### config.mk
export PLATFORM = sky130hd
export DESIGN_NAME = sync_fifo_flags
export DESIGN_NICKNAME = d
export VERILOG_FILES = /design/src/rtl/sync_fifo_flags.sv
export SDC_FILE = /design/constraint.sdc
export NUM_CORES = 1
export LEC_CHECK = 0
export CAP_MARGIN = 20
export CORE_MARGIN = 10
export CORE_UTILIZATION = 52
export DETAILED_ROUTE_END_ITERATION = 8
export PLACE_DENSITY = 0.69
export SETUP_SLACK_MARGIN = 0.2
export SKIP_CTS_REPAIR_TIMING = 1
export SLEW_MARGIN = 0
export SYNTH_ARGS = -nofsm -noshare
export SYNTH_HDL_FRONTEND = slang
export SYNTH_SLANG_ARGS = --single-unit
### constraint.sdc
create_clock -name clk -period 11.3 [get_ports clk]
set_clock_uncertainty 0.05 [all_clocks]
set_input_delay 3.39 -clock clk [delete_from_list [all_inputs] [get_ports clk]]
set_output_delay 3.39 -clock clk [all_outputs]
set_load 0.02 [all_outputs]
### src/rtl/sync_fifo_flags.sv
// rtl/sync_fifo_flags.sv - single-clock FIFO with programmable thresholds, fill level, watermark and sticky errors
// Supports a standard registered read or first-word-fall-through presentation of the head entry.
module sync_fifo_flags #(
    parameter int DATA_WIDTH = 8,
    parameter int ADDR_WIDTH = 4,
    parameter int FWFT       = 0
) (
    input  logic                  clk,
    input  logic                  rst_n,
    input  logic [DATA_WIDTH-1:0] wr_data,
    input  logic                  wr_en,
    output logic                  wr_full,
    output logic                  wr_almost_full,
    input  logic                  rd_en,
    output logic [DATA_WIDTH-1:0] rd_data,
    output logic                  rd_valid,
    output logic                  rd_empty,
    output logic                  rd_almost_empty,
    input  logic [ADDR_WIDTH:0]   af_thresh,
    input  logic [ADDR_WIDTH:0]   ae_thresh,
    output logic [ADDR_WIDTH:0]   level,
    output logic [ADDR_WIDTH:0]   max_level,
    output logic                  overflow,
    output logic                  underflow,
    input  logic                  clr_err
);

    localparam int DEPTH = 1 << ADDR_WIDTH;
    localparam logic [ADDR_WIDTH:0] FULL_LEVEL = (ADDR_WIDTH+1)'(DEPTH);

    logic [DATA_WIDTH-1:0] mem_q [DEPTH];
    logic [ADDR_WIDTH-1:0] wr_ptr_q, wr_ptr_d;
    logic [ADDR_WIDTH-1:0] rd_ptr_q, rd_ptr_d;
    logic [ADDR_WIDTH:0]   level_q, level_d;
    logic [ADDR_WIDTH:0]   max_level_q, max_level_d;
    logic [DATA_WIDTH-1:0] rd_data_q, rd_data_d;
    logic                  rd_valid_q, rd_valid_d;
    logic                  overflow_q, overflow_d;
    logic                  underflow_q, underflow_d;
    logic                  full, empty, wr_acc, rd_acc;

    // Full/empty come from the occupancy count so pointer wrap needs no extra bit.
    assign full  = (level_q == FULL_LEVEL);
    assign empty = (level_q == '0);

    always_comb begin
        wr_acc      = wr_en && !full;
        rd_acc      = rd_en && !empty;
        wr_ptr_d    = wr_ptr_q;
        rd_ptr_d    = rd_ptr_q;
        level_d     = level_q;
        rd_data_d   = rd_data_q;
        rd_valid_d  = rd_acc;
        overflow_d  = overflow_q;
        underflow_d = underflow_q;

        if (wr_acc) begin
            wr_ptr_d = wr_ptr_q + ADDR_WIDTH'(1);
        end
        if (rd_acc) begin
            rd_ptr_d  = rd_ptr_q + ADDR_WIDTH'(1);
            rd_data_d = mem_q[rd_ptr_q];
        end

        case ({wr_acc, rd_acc})
            2'b10:   level_d = level_q + (ADDR_WIDTH+1)'(1);
            2'b01:   level_d = level_q - (ADDR_WIDTH+1)'(1);
            default: level_d = level_q;
        endcase

        // A new error event takes priority over a coincident clear.
        if (clr_err) begin
            overflow_d  = 1'b0;
            underflow_d = 1'b0;
        end
        if (wr_en && full) begin
            overflow_d = 1'b1;
        end
        if (rd_en && empty) begin
            underflow_d = 1'b1;
        end

        if (clr_err) begin
            max_level_d = level_d;
        end else if (level_d > max_level_q) begin
            max_level_d = level_d;
        end else begin
            max_level_d = max_level_q;
        end
    end

    always_ff @(posedge clk or negedge rst_n) begin
        if (!rst_n) begin
            wr_ptr_q    <= '0;
            rd_ptr_q    <= '0;
            level_q     <= '0;
            max_level_q <= '0;
            rd_data_q   <= '0;
            rd_valid_q  <= 1'b0;
            overflow_q  <= 1'b0;
            underflow_q <= 1'b0;
        end else begin
            wr_ptr_q    <= wr_ptr_d;
            rd_ptr_q    <= rd_ptr_d;
            level_q     <= level_d;
            max_level_q <= max_level_d;
            rd_data_q   <= rd_data_d;
            rd_valid_q  <= rd_valid_d;
            overflow_q  <= overflow_d;
            underflow_q <= underflow_d;
        end
    end

    // Storage is not reset; its contents are don't-care after reset.
    always_ff @(posedge clk) begin
        if (wr_acc) begin
            mem_q[wr_ptr_q] <= wr_data;
        end
    end

    assign wr_full         = full;
    assign rd_empty        = empty;
    assign wr_almost_full  = (level_q >= af_thresh);
    assign rd_almost_empty = (level_q <= ae_thresh);
    assign level           = level_q;
    assign max_level       = max_level_q;
    assign overflow        = overflow_q;
    assign underflow       = underflow_q;
    assign rd_data         = (FWFT != 0) ? (empty ? '0 : mem_q[rd_ptr_q]) : rd_data_q;
    assign rd_valid        = (FWFT != 0) ? !empty : rd_valid_q;

endmodule

==> results of run 1 <==
==> power by group <==
group / leakage [nW] / total, mW / switching, mW / internal, mW
clock: 0.276 / 0.558 / 0.214 / 0.344
combinational: 1.06 / 0.686 / 0.326 / 0.360
sequential: 1.50 / 0.848 / 0.121 / 0.726
total: 2.84 / 2.09 / 0.661 / 1.43
==> cells in the final DEF, fill, tap and decap left out, types with 5 or more instances in the layout <==
cell and count:
buf_4 6, clkbuf_16 17, nor2_1 16, a21o_1 5
ha_1 22, nand2_1 13, clkdlybuf4s50_1 47, mux2i_1 10
mux2_2 11, a221o_1 8, nor3_1 15, o21ai_0 5
edfxtp_1 128, mux4_2 32, dfrtp_1 27, inv_1 21
xnor2_1 10
==> cell families after synthesis <==
group                    Yosys count  share of synthesized area
flip-flops                       157                     0.6851
AND/OR/NAND/NOR                   60                    0.04352
multiplexers                      56                     0.1467
buffers and inverters             41                    0.02570
AO/OA/AOI/OAI                     34                    0.04333
adder cells (fa/ha/maj)           22                    0.04127
XOR/XNOR                          11                    0.01444
==> sequential cells by signal, indices dropped and copies added, names as in the netlist <==
register	flops
wr_ptr_q	4
rd_valid	1
overflow	1
level	5
mem_q	128
underflow	1
max_level	5
rd_ptr_q	4
rd_data	8
==> path summary, 6_finish.rpt <==
kind | startpoint | to | cells after the start
worst min-delay path | rd_data[5] | rd_data[5] | 1
min in group asynchronous | rst_n | wr_ptr_q[3] | 2
worst min register to register | rd_data[5] | rd_data[5] | 1
max in group asynchronous | rst_n | rd_ptr_q[1] | 2
worst max-delay path | ae_thresh[1] | rd_almost_empty | 9
worst max register to register | level[1] | max_level[3] | 13
==> per-stage QoR <==
step	std cells	total power, mW	worst slack, ns
6_report	619	2.092	2.322
5_1_grt	619	2.208	2.221
4_1_cts	619	2.110	2.312
3_5_place_dp	587	1.553	2.326
3_3_place_gp	587	1.534	2.343
2_1_floorplan	381	1.321	3.219
==> area by class of cell <==
type / instances / area [sq um]
timing repair buffer: 53 / 515.5
tap: 172 / 215.2
sequential: 157 / 4572
inverter: 22 / 82.58
clock buffer: 19 / 432.9
multi-input combinational: 183 / 1929
fill: 899 / 4673
clock inverter: 13 / 147.6
==> worst reg2reg max path, delay by kind of cell (launching register included) <==
kind,cells,cell delay [ns]
DFF,1,0.54
AOI/OAI and AO/OA,5,1.62
adders and majority gates,2,0.60
buffers and inverters,1,0.18
xor gates and xnor gates,1,0.29
and+or+nand+nor,3,1.02
muxes,1,0.36
==> cell usage after synthesis, types with 5 or more instances <==
master | n | area, sq um
nor2_1 | 16 | 60.06
nor3_1 | 15 | 75.07
dfrtp_1 | 29 | 725.7
mux2i_1 | 10 | 100.1
inv_1 | 21 | 78.83
a221o_1 | 8 | 80.08
nand2_1 | 13 | 48.80
clkbuf_1 | 7 | 26.28
buf_2 | 8 | 40.04
xnor2_1 | 10 | 87.58
edfxtp_1 | 128 | 3844
a21o_1 | 5 | 37.54
o21ai_0 | 5 | 25.02
ha_1 | 22 | 275.3
mux4_2 | 32 | 720.7
mux2_2 | 11 | 123.9
==> layer usage <==
metal | routed length (um) | part of all wire | up-vias
li1 | - | - | 1591
met1 | 5709 | 0.43 | 1810
met2 | 6483 | 0.49 | 103
met3 | 794 | 0.060 | 15
met4 | 207 | 0.016 | 0
met5 | 0 | 0 | -
==> metrics.txt, run 1 <==
number of global-route vias before repair=roughly 3700; CTS Buf Count=17; Yosys warnings=0; Die Y=133.3 um; port buffer count=47; sequential area share after synthesis=0.6850; die width=roughly 130 um; worst-path fanout max=2; 1st-pass router iterations=4; Req. time, crit path=roughly 8 ns; Tightest Hold Check Type=reg -> reg; Worst Max-Slew Pin Slew=roughly 1 ns; Slowest cell on crit path=clkdlybuf4s50_1; final worst path period share=0.7945; final non-filler cell area=about 0.0079 sq mm; first-pass GRT wire length=~21000 um; WL final=between 10000 and 15000 um; Synth Register Bits=157; H-tree depth=4; DPL Wire Length=8387 um; crit end category=output pin; asr flop ratio synth=0.1847; largest net degree at the start of global routing=36; number of synthesized flops with an enable pin=between 100 and 150; RSZ-0062 raised after global routing=no; DR vias=~3500; GRT Total Usage=0.1553; GR met3 Demand/Resource=0.04962; GR Overflow Total=0; Setup CP Type=in -> out; grt met1 use=0.1936; drt wl/cell=roughly 21 um; Hold Fails Final Rpt=0; die area=between 0.015 and 0.02 sq mm; total core area=approximately 0.013 sq mm; CP peak stage delay=approximately 0.63 ns; # DRC=0; WHS=0.4613 ns; clk slew on worst S/H paths=~0.060 ns; initial antenna violation count=0; Final nets=between 400 and 500; Clock Tree Root=clkbuf_16; FP Rows=41; drt first-iter violations=~230; Setup crit start kind=primary input; Leak=2.838 nW; crit-path cells=clkdlybuf4s50_1, inv_1, ha_1, nor2b_1, o21a_1, o21a_1, o21a_1, o22ai_1, clkdlybuf4s50_1; Power Density=between 200 and 300 mW/mm^2; Yosys cell types=42; Arrival @ worst endpoint=5.54 ns; # diodes=0; CTS tree=yes; Area Overhead vs Synth=18.36%; Post-Synthesis Cells=around 380; GRT met2 Usage=0.2464; final design utilization=0.6282; Worst path most repeated cell=o21a_1; Pins Over Slew Limit=0; syn_nets=around 430; worst skew pair latency=0.42 ns; final RePlAce weighted congestion=about 0.74; layout cells sized above 1=0.1879; Max VDD drop=0.1651 mV; Fmax=0.1114 GHz; vias per cell=5.685; IO Count=48; Initial Util=0.5307; setup_tns=0 ns; max_slew headroom=0.3251; Synth Cell Area=about 0.0067 sq mm; total clock sinks=between 150 and 200; Post-synth top flop=edfxtp_1; kind of cell adding the most delay to the critical path=buffers and inverters; worst path bufs/invs=3; Max Root-Sink Buffers=2; max-cap violation count=0; status=complete, no violations; reg-to-reg slack, setup=around 6.5 ns; min Tclk post-route=approximately 9.0 ns; DRT antenna net count=0; placed cell area=~0.0073 sq mm; final setup fails=0; post-synthesis area per instance=approximately 18 sq um; busiest layer in global routing=met2
Note: power is estimated with default switching activity, not from simulation.
==> run 2, diff against run 1 <==
- clock period: 11.3 -> 9.4 ns (I/O delays scaled with it)
==> run 2 against run 1 <==
Effect of this change: first-iteration DRC count rose by 42%; sequential power grew 20%; core utilization increased by 0.41 points; die area unchanged; global-route usage barely moved; combinational power rose by 20%; critical endpoint unchanged; cell area grew 0.65%; worst setup slack worse by 0.76 ns; critical path depth unchanged; via count down 1.4%; final cell count stayed put.
==> metrics.txt, run 2 (synthesized netlist as in run 1, its figures left out) <==
Pins Over Slew Limit=0; drt wl/cell=~21 um; Setup crit start kind=primary input; RSZ-0062 raised after global routing=no; crit-path cells=clkdlybuf4s50_1, inv_1, ha_1, nor2b_1, o21a_1, o21a_1, o21a_1, o22ai_1, clkdlybuf4s50_1; Max VDD drop=between 0.2 and 0.25 mV; WL final=12980 um; Leak=approximately 2.9 nW; initial antenna violation count=0; Non-Filler Instances=roughly 620; H-tree depth=4; Fmax=around 0.13 GHz; Slowest cell on crit path=clkdlybuf4s50_1; number of global-route vias before repair=3648; setup_tns=0 ns; Die Y=133.3 um; DPL Wire Length=between 8000 and 9000 um; total clock sinks=roughly 160; first-pass GRT wire length=20930 um; FP Rows=41; Area Overhead vs Synth=19.13%; Arrival @ worst endpoint=4.97 ns; placed cell count=roughly 600; 1st-pass router iterations=4; Worst path most repeated cell=o21a_1; port buffer count=47; IO Count=between 40 and 50; Hold Fails Final Rpt=0; final design utilization=0.6323; metal3 WL=between 800 and 900 um; Req. time, crit path=approximately 6.5 ns; clk slew on worst S/H paths=about 0.060 ns; largest net degree at the start of global routing=36; max FFs per register=around 130; GR Overflow Total=0; # DRC=0; drt first-iter violations=roughly 320; Max Root-Sink Buffers=2; die area=~0.018 sq mm; CP peak stage delay=~0.63 ns; final RePlAce weighted congestion=between 0.7 and 0.8; DR vias=3471; final worst path period share=0.8341; Biggest register=mem_q; worst-path fanout max=2; Final nets=479; max_slew headroom=0.3281; Setup CP Type=in -> out; final setup fails=0; max-cap violation count=0; layout cells sized above 1=0.1969; min Tclk post-route=~7.8 ns; CTS tree=yes; Tightest Hold Check Type=reg -> reg; total core area=0.01257 sq mm; Initial Util=0.5307; vias per cell=approximately 5.6; worst skew pair latency=approximately 0.42 ns; most frequent cells in the layout=128 x edfxtp_1, 47 x clkdlybuf4s50_1, 32 x mux4_2; met2 WL=6386 um; R2R depth=13; # diodes=0; leading cell type in the layout, fill and taps excluded=edfxtp_1; setup ws final=between 1.5 and 2 ns; pre-CTS setup slack=approximately 1.6 ns; Top Metal Used=met4; crit end category=output pin; WL met1=5567 um; die width=around 130 um; Clock Tree Root=clkbuf_16; status=complete, no violations; GRT Total Usage=0.1555; Worst Max-Slew Pin Slew=approximately 1 ns; DRT antenna net count=0; hold depth=1; Power Density=between 300 and 400 mW/mm^2; CTS Buf Count=17
[run 2: cell type report]
| cell class | instances | area (sq um) |
|---|---|---|
| Inverter | 22 | 82.58 |
| Clock buffer | 19 | 442.9 |
| Timing Repair Buffer | 53 | 515.5 |
| Fill cell | 895 | 4622 |
| Clock inverter | 13 | 188.9 |
| Sequential cell | 157 | 4572 |
| Multi-Input combinational cell | 183 | 1929 |
| Tap cell | 172 | 215.2 |
[run 2: power breakdown]
group	total (mW)	switching (mW)	internal, mW
clock network	0.715	0.263	0.452
logic	0.820	0.388	0.432
registers	1.02	0.143	0.873
[run 2: metal layers]
metal / vias to the layer above / global-route usage
met3: 11 / 0.04098
li1: 1597 / -
met1: 1759 / 0.2009
met2: 104 / 0.2448
met4: 0 / 0.06348
met5: - / 0
[run 2: final timing paths]
kind                                    from         endpoint  slack [ns]
min in group asynchronous              rst_n      wr_ptr_q[0]        2.75
worst max register to register      level[1]     max_level[2]        4.63
worst min-delay path              rd_data[5]       rd_data[5]        0.46
max in group asynchronous              rst_n      rd_ptr_q[1]        6.23
worst max-delay path            ae_thresh[1]  rd_almost_empty        1.56
worst min register to register    rd_data[5]       rd_data[5]        0.46
[run 2: critical path: cells and delay by family]
family | cells | cell delay, ns
buffers and inverters | 3 | 1.13
AO/OA/AOI/OAI | 4 | 0.60
adder cells (fa/ha/maj) | 1 | 0.29
AND/OR/NAND/NOR | 1 | 0.13
[run 2: per-stage QoR]
step,hold slack [ns],power [mW],area (sq um)
after global placement,0.4487,1.845,7315
after global routing,0.4727,2.700,7946
after detailed placement,0.4528,1.863,7315
final,0.4598,2.551,7946
after floorplan,0.4960,1.587,6670
after CTS,0.4664,2.583,7946
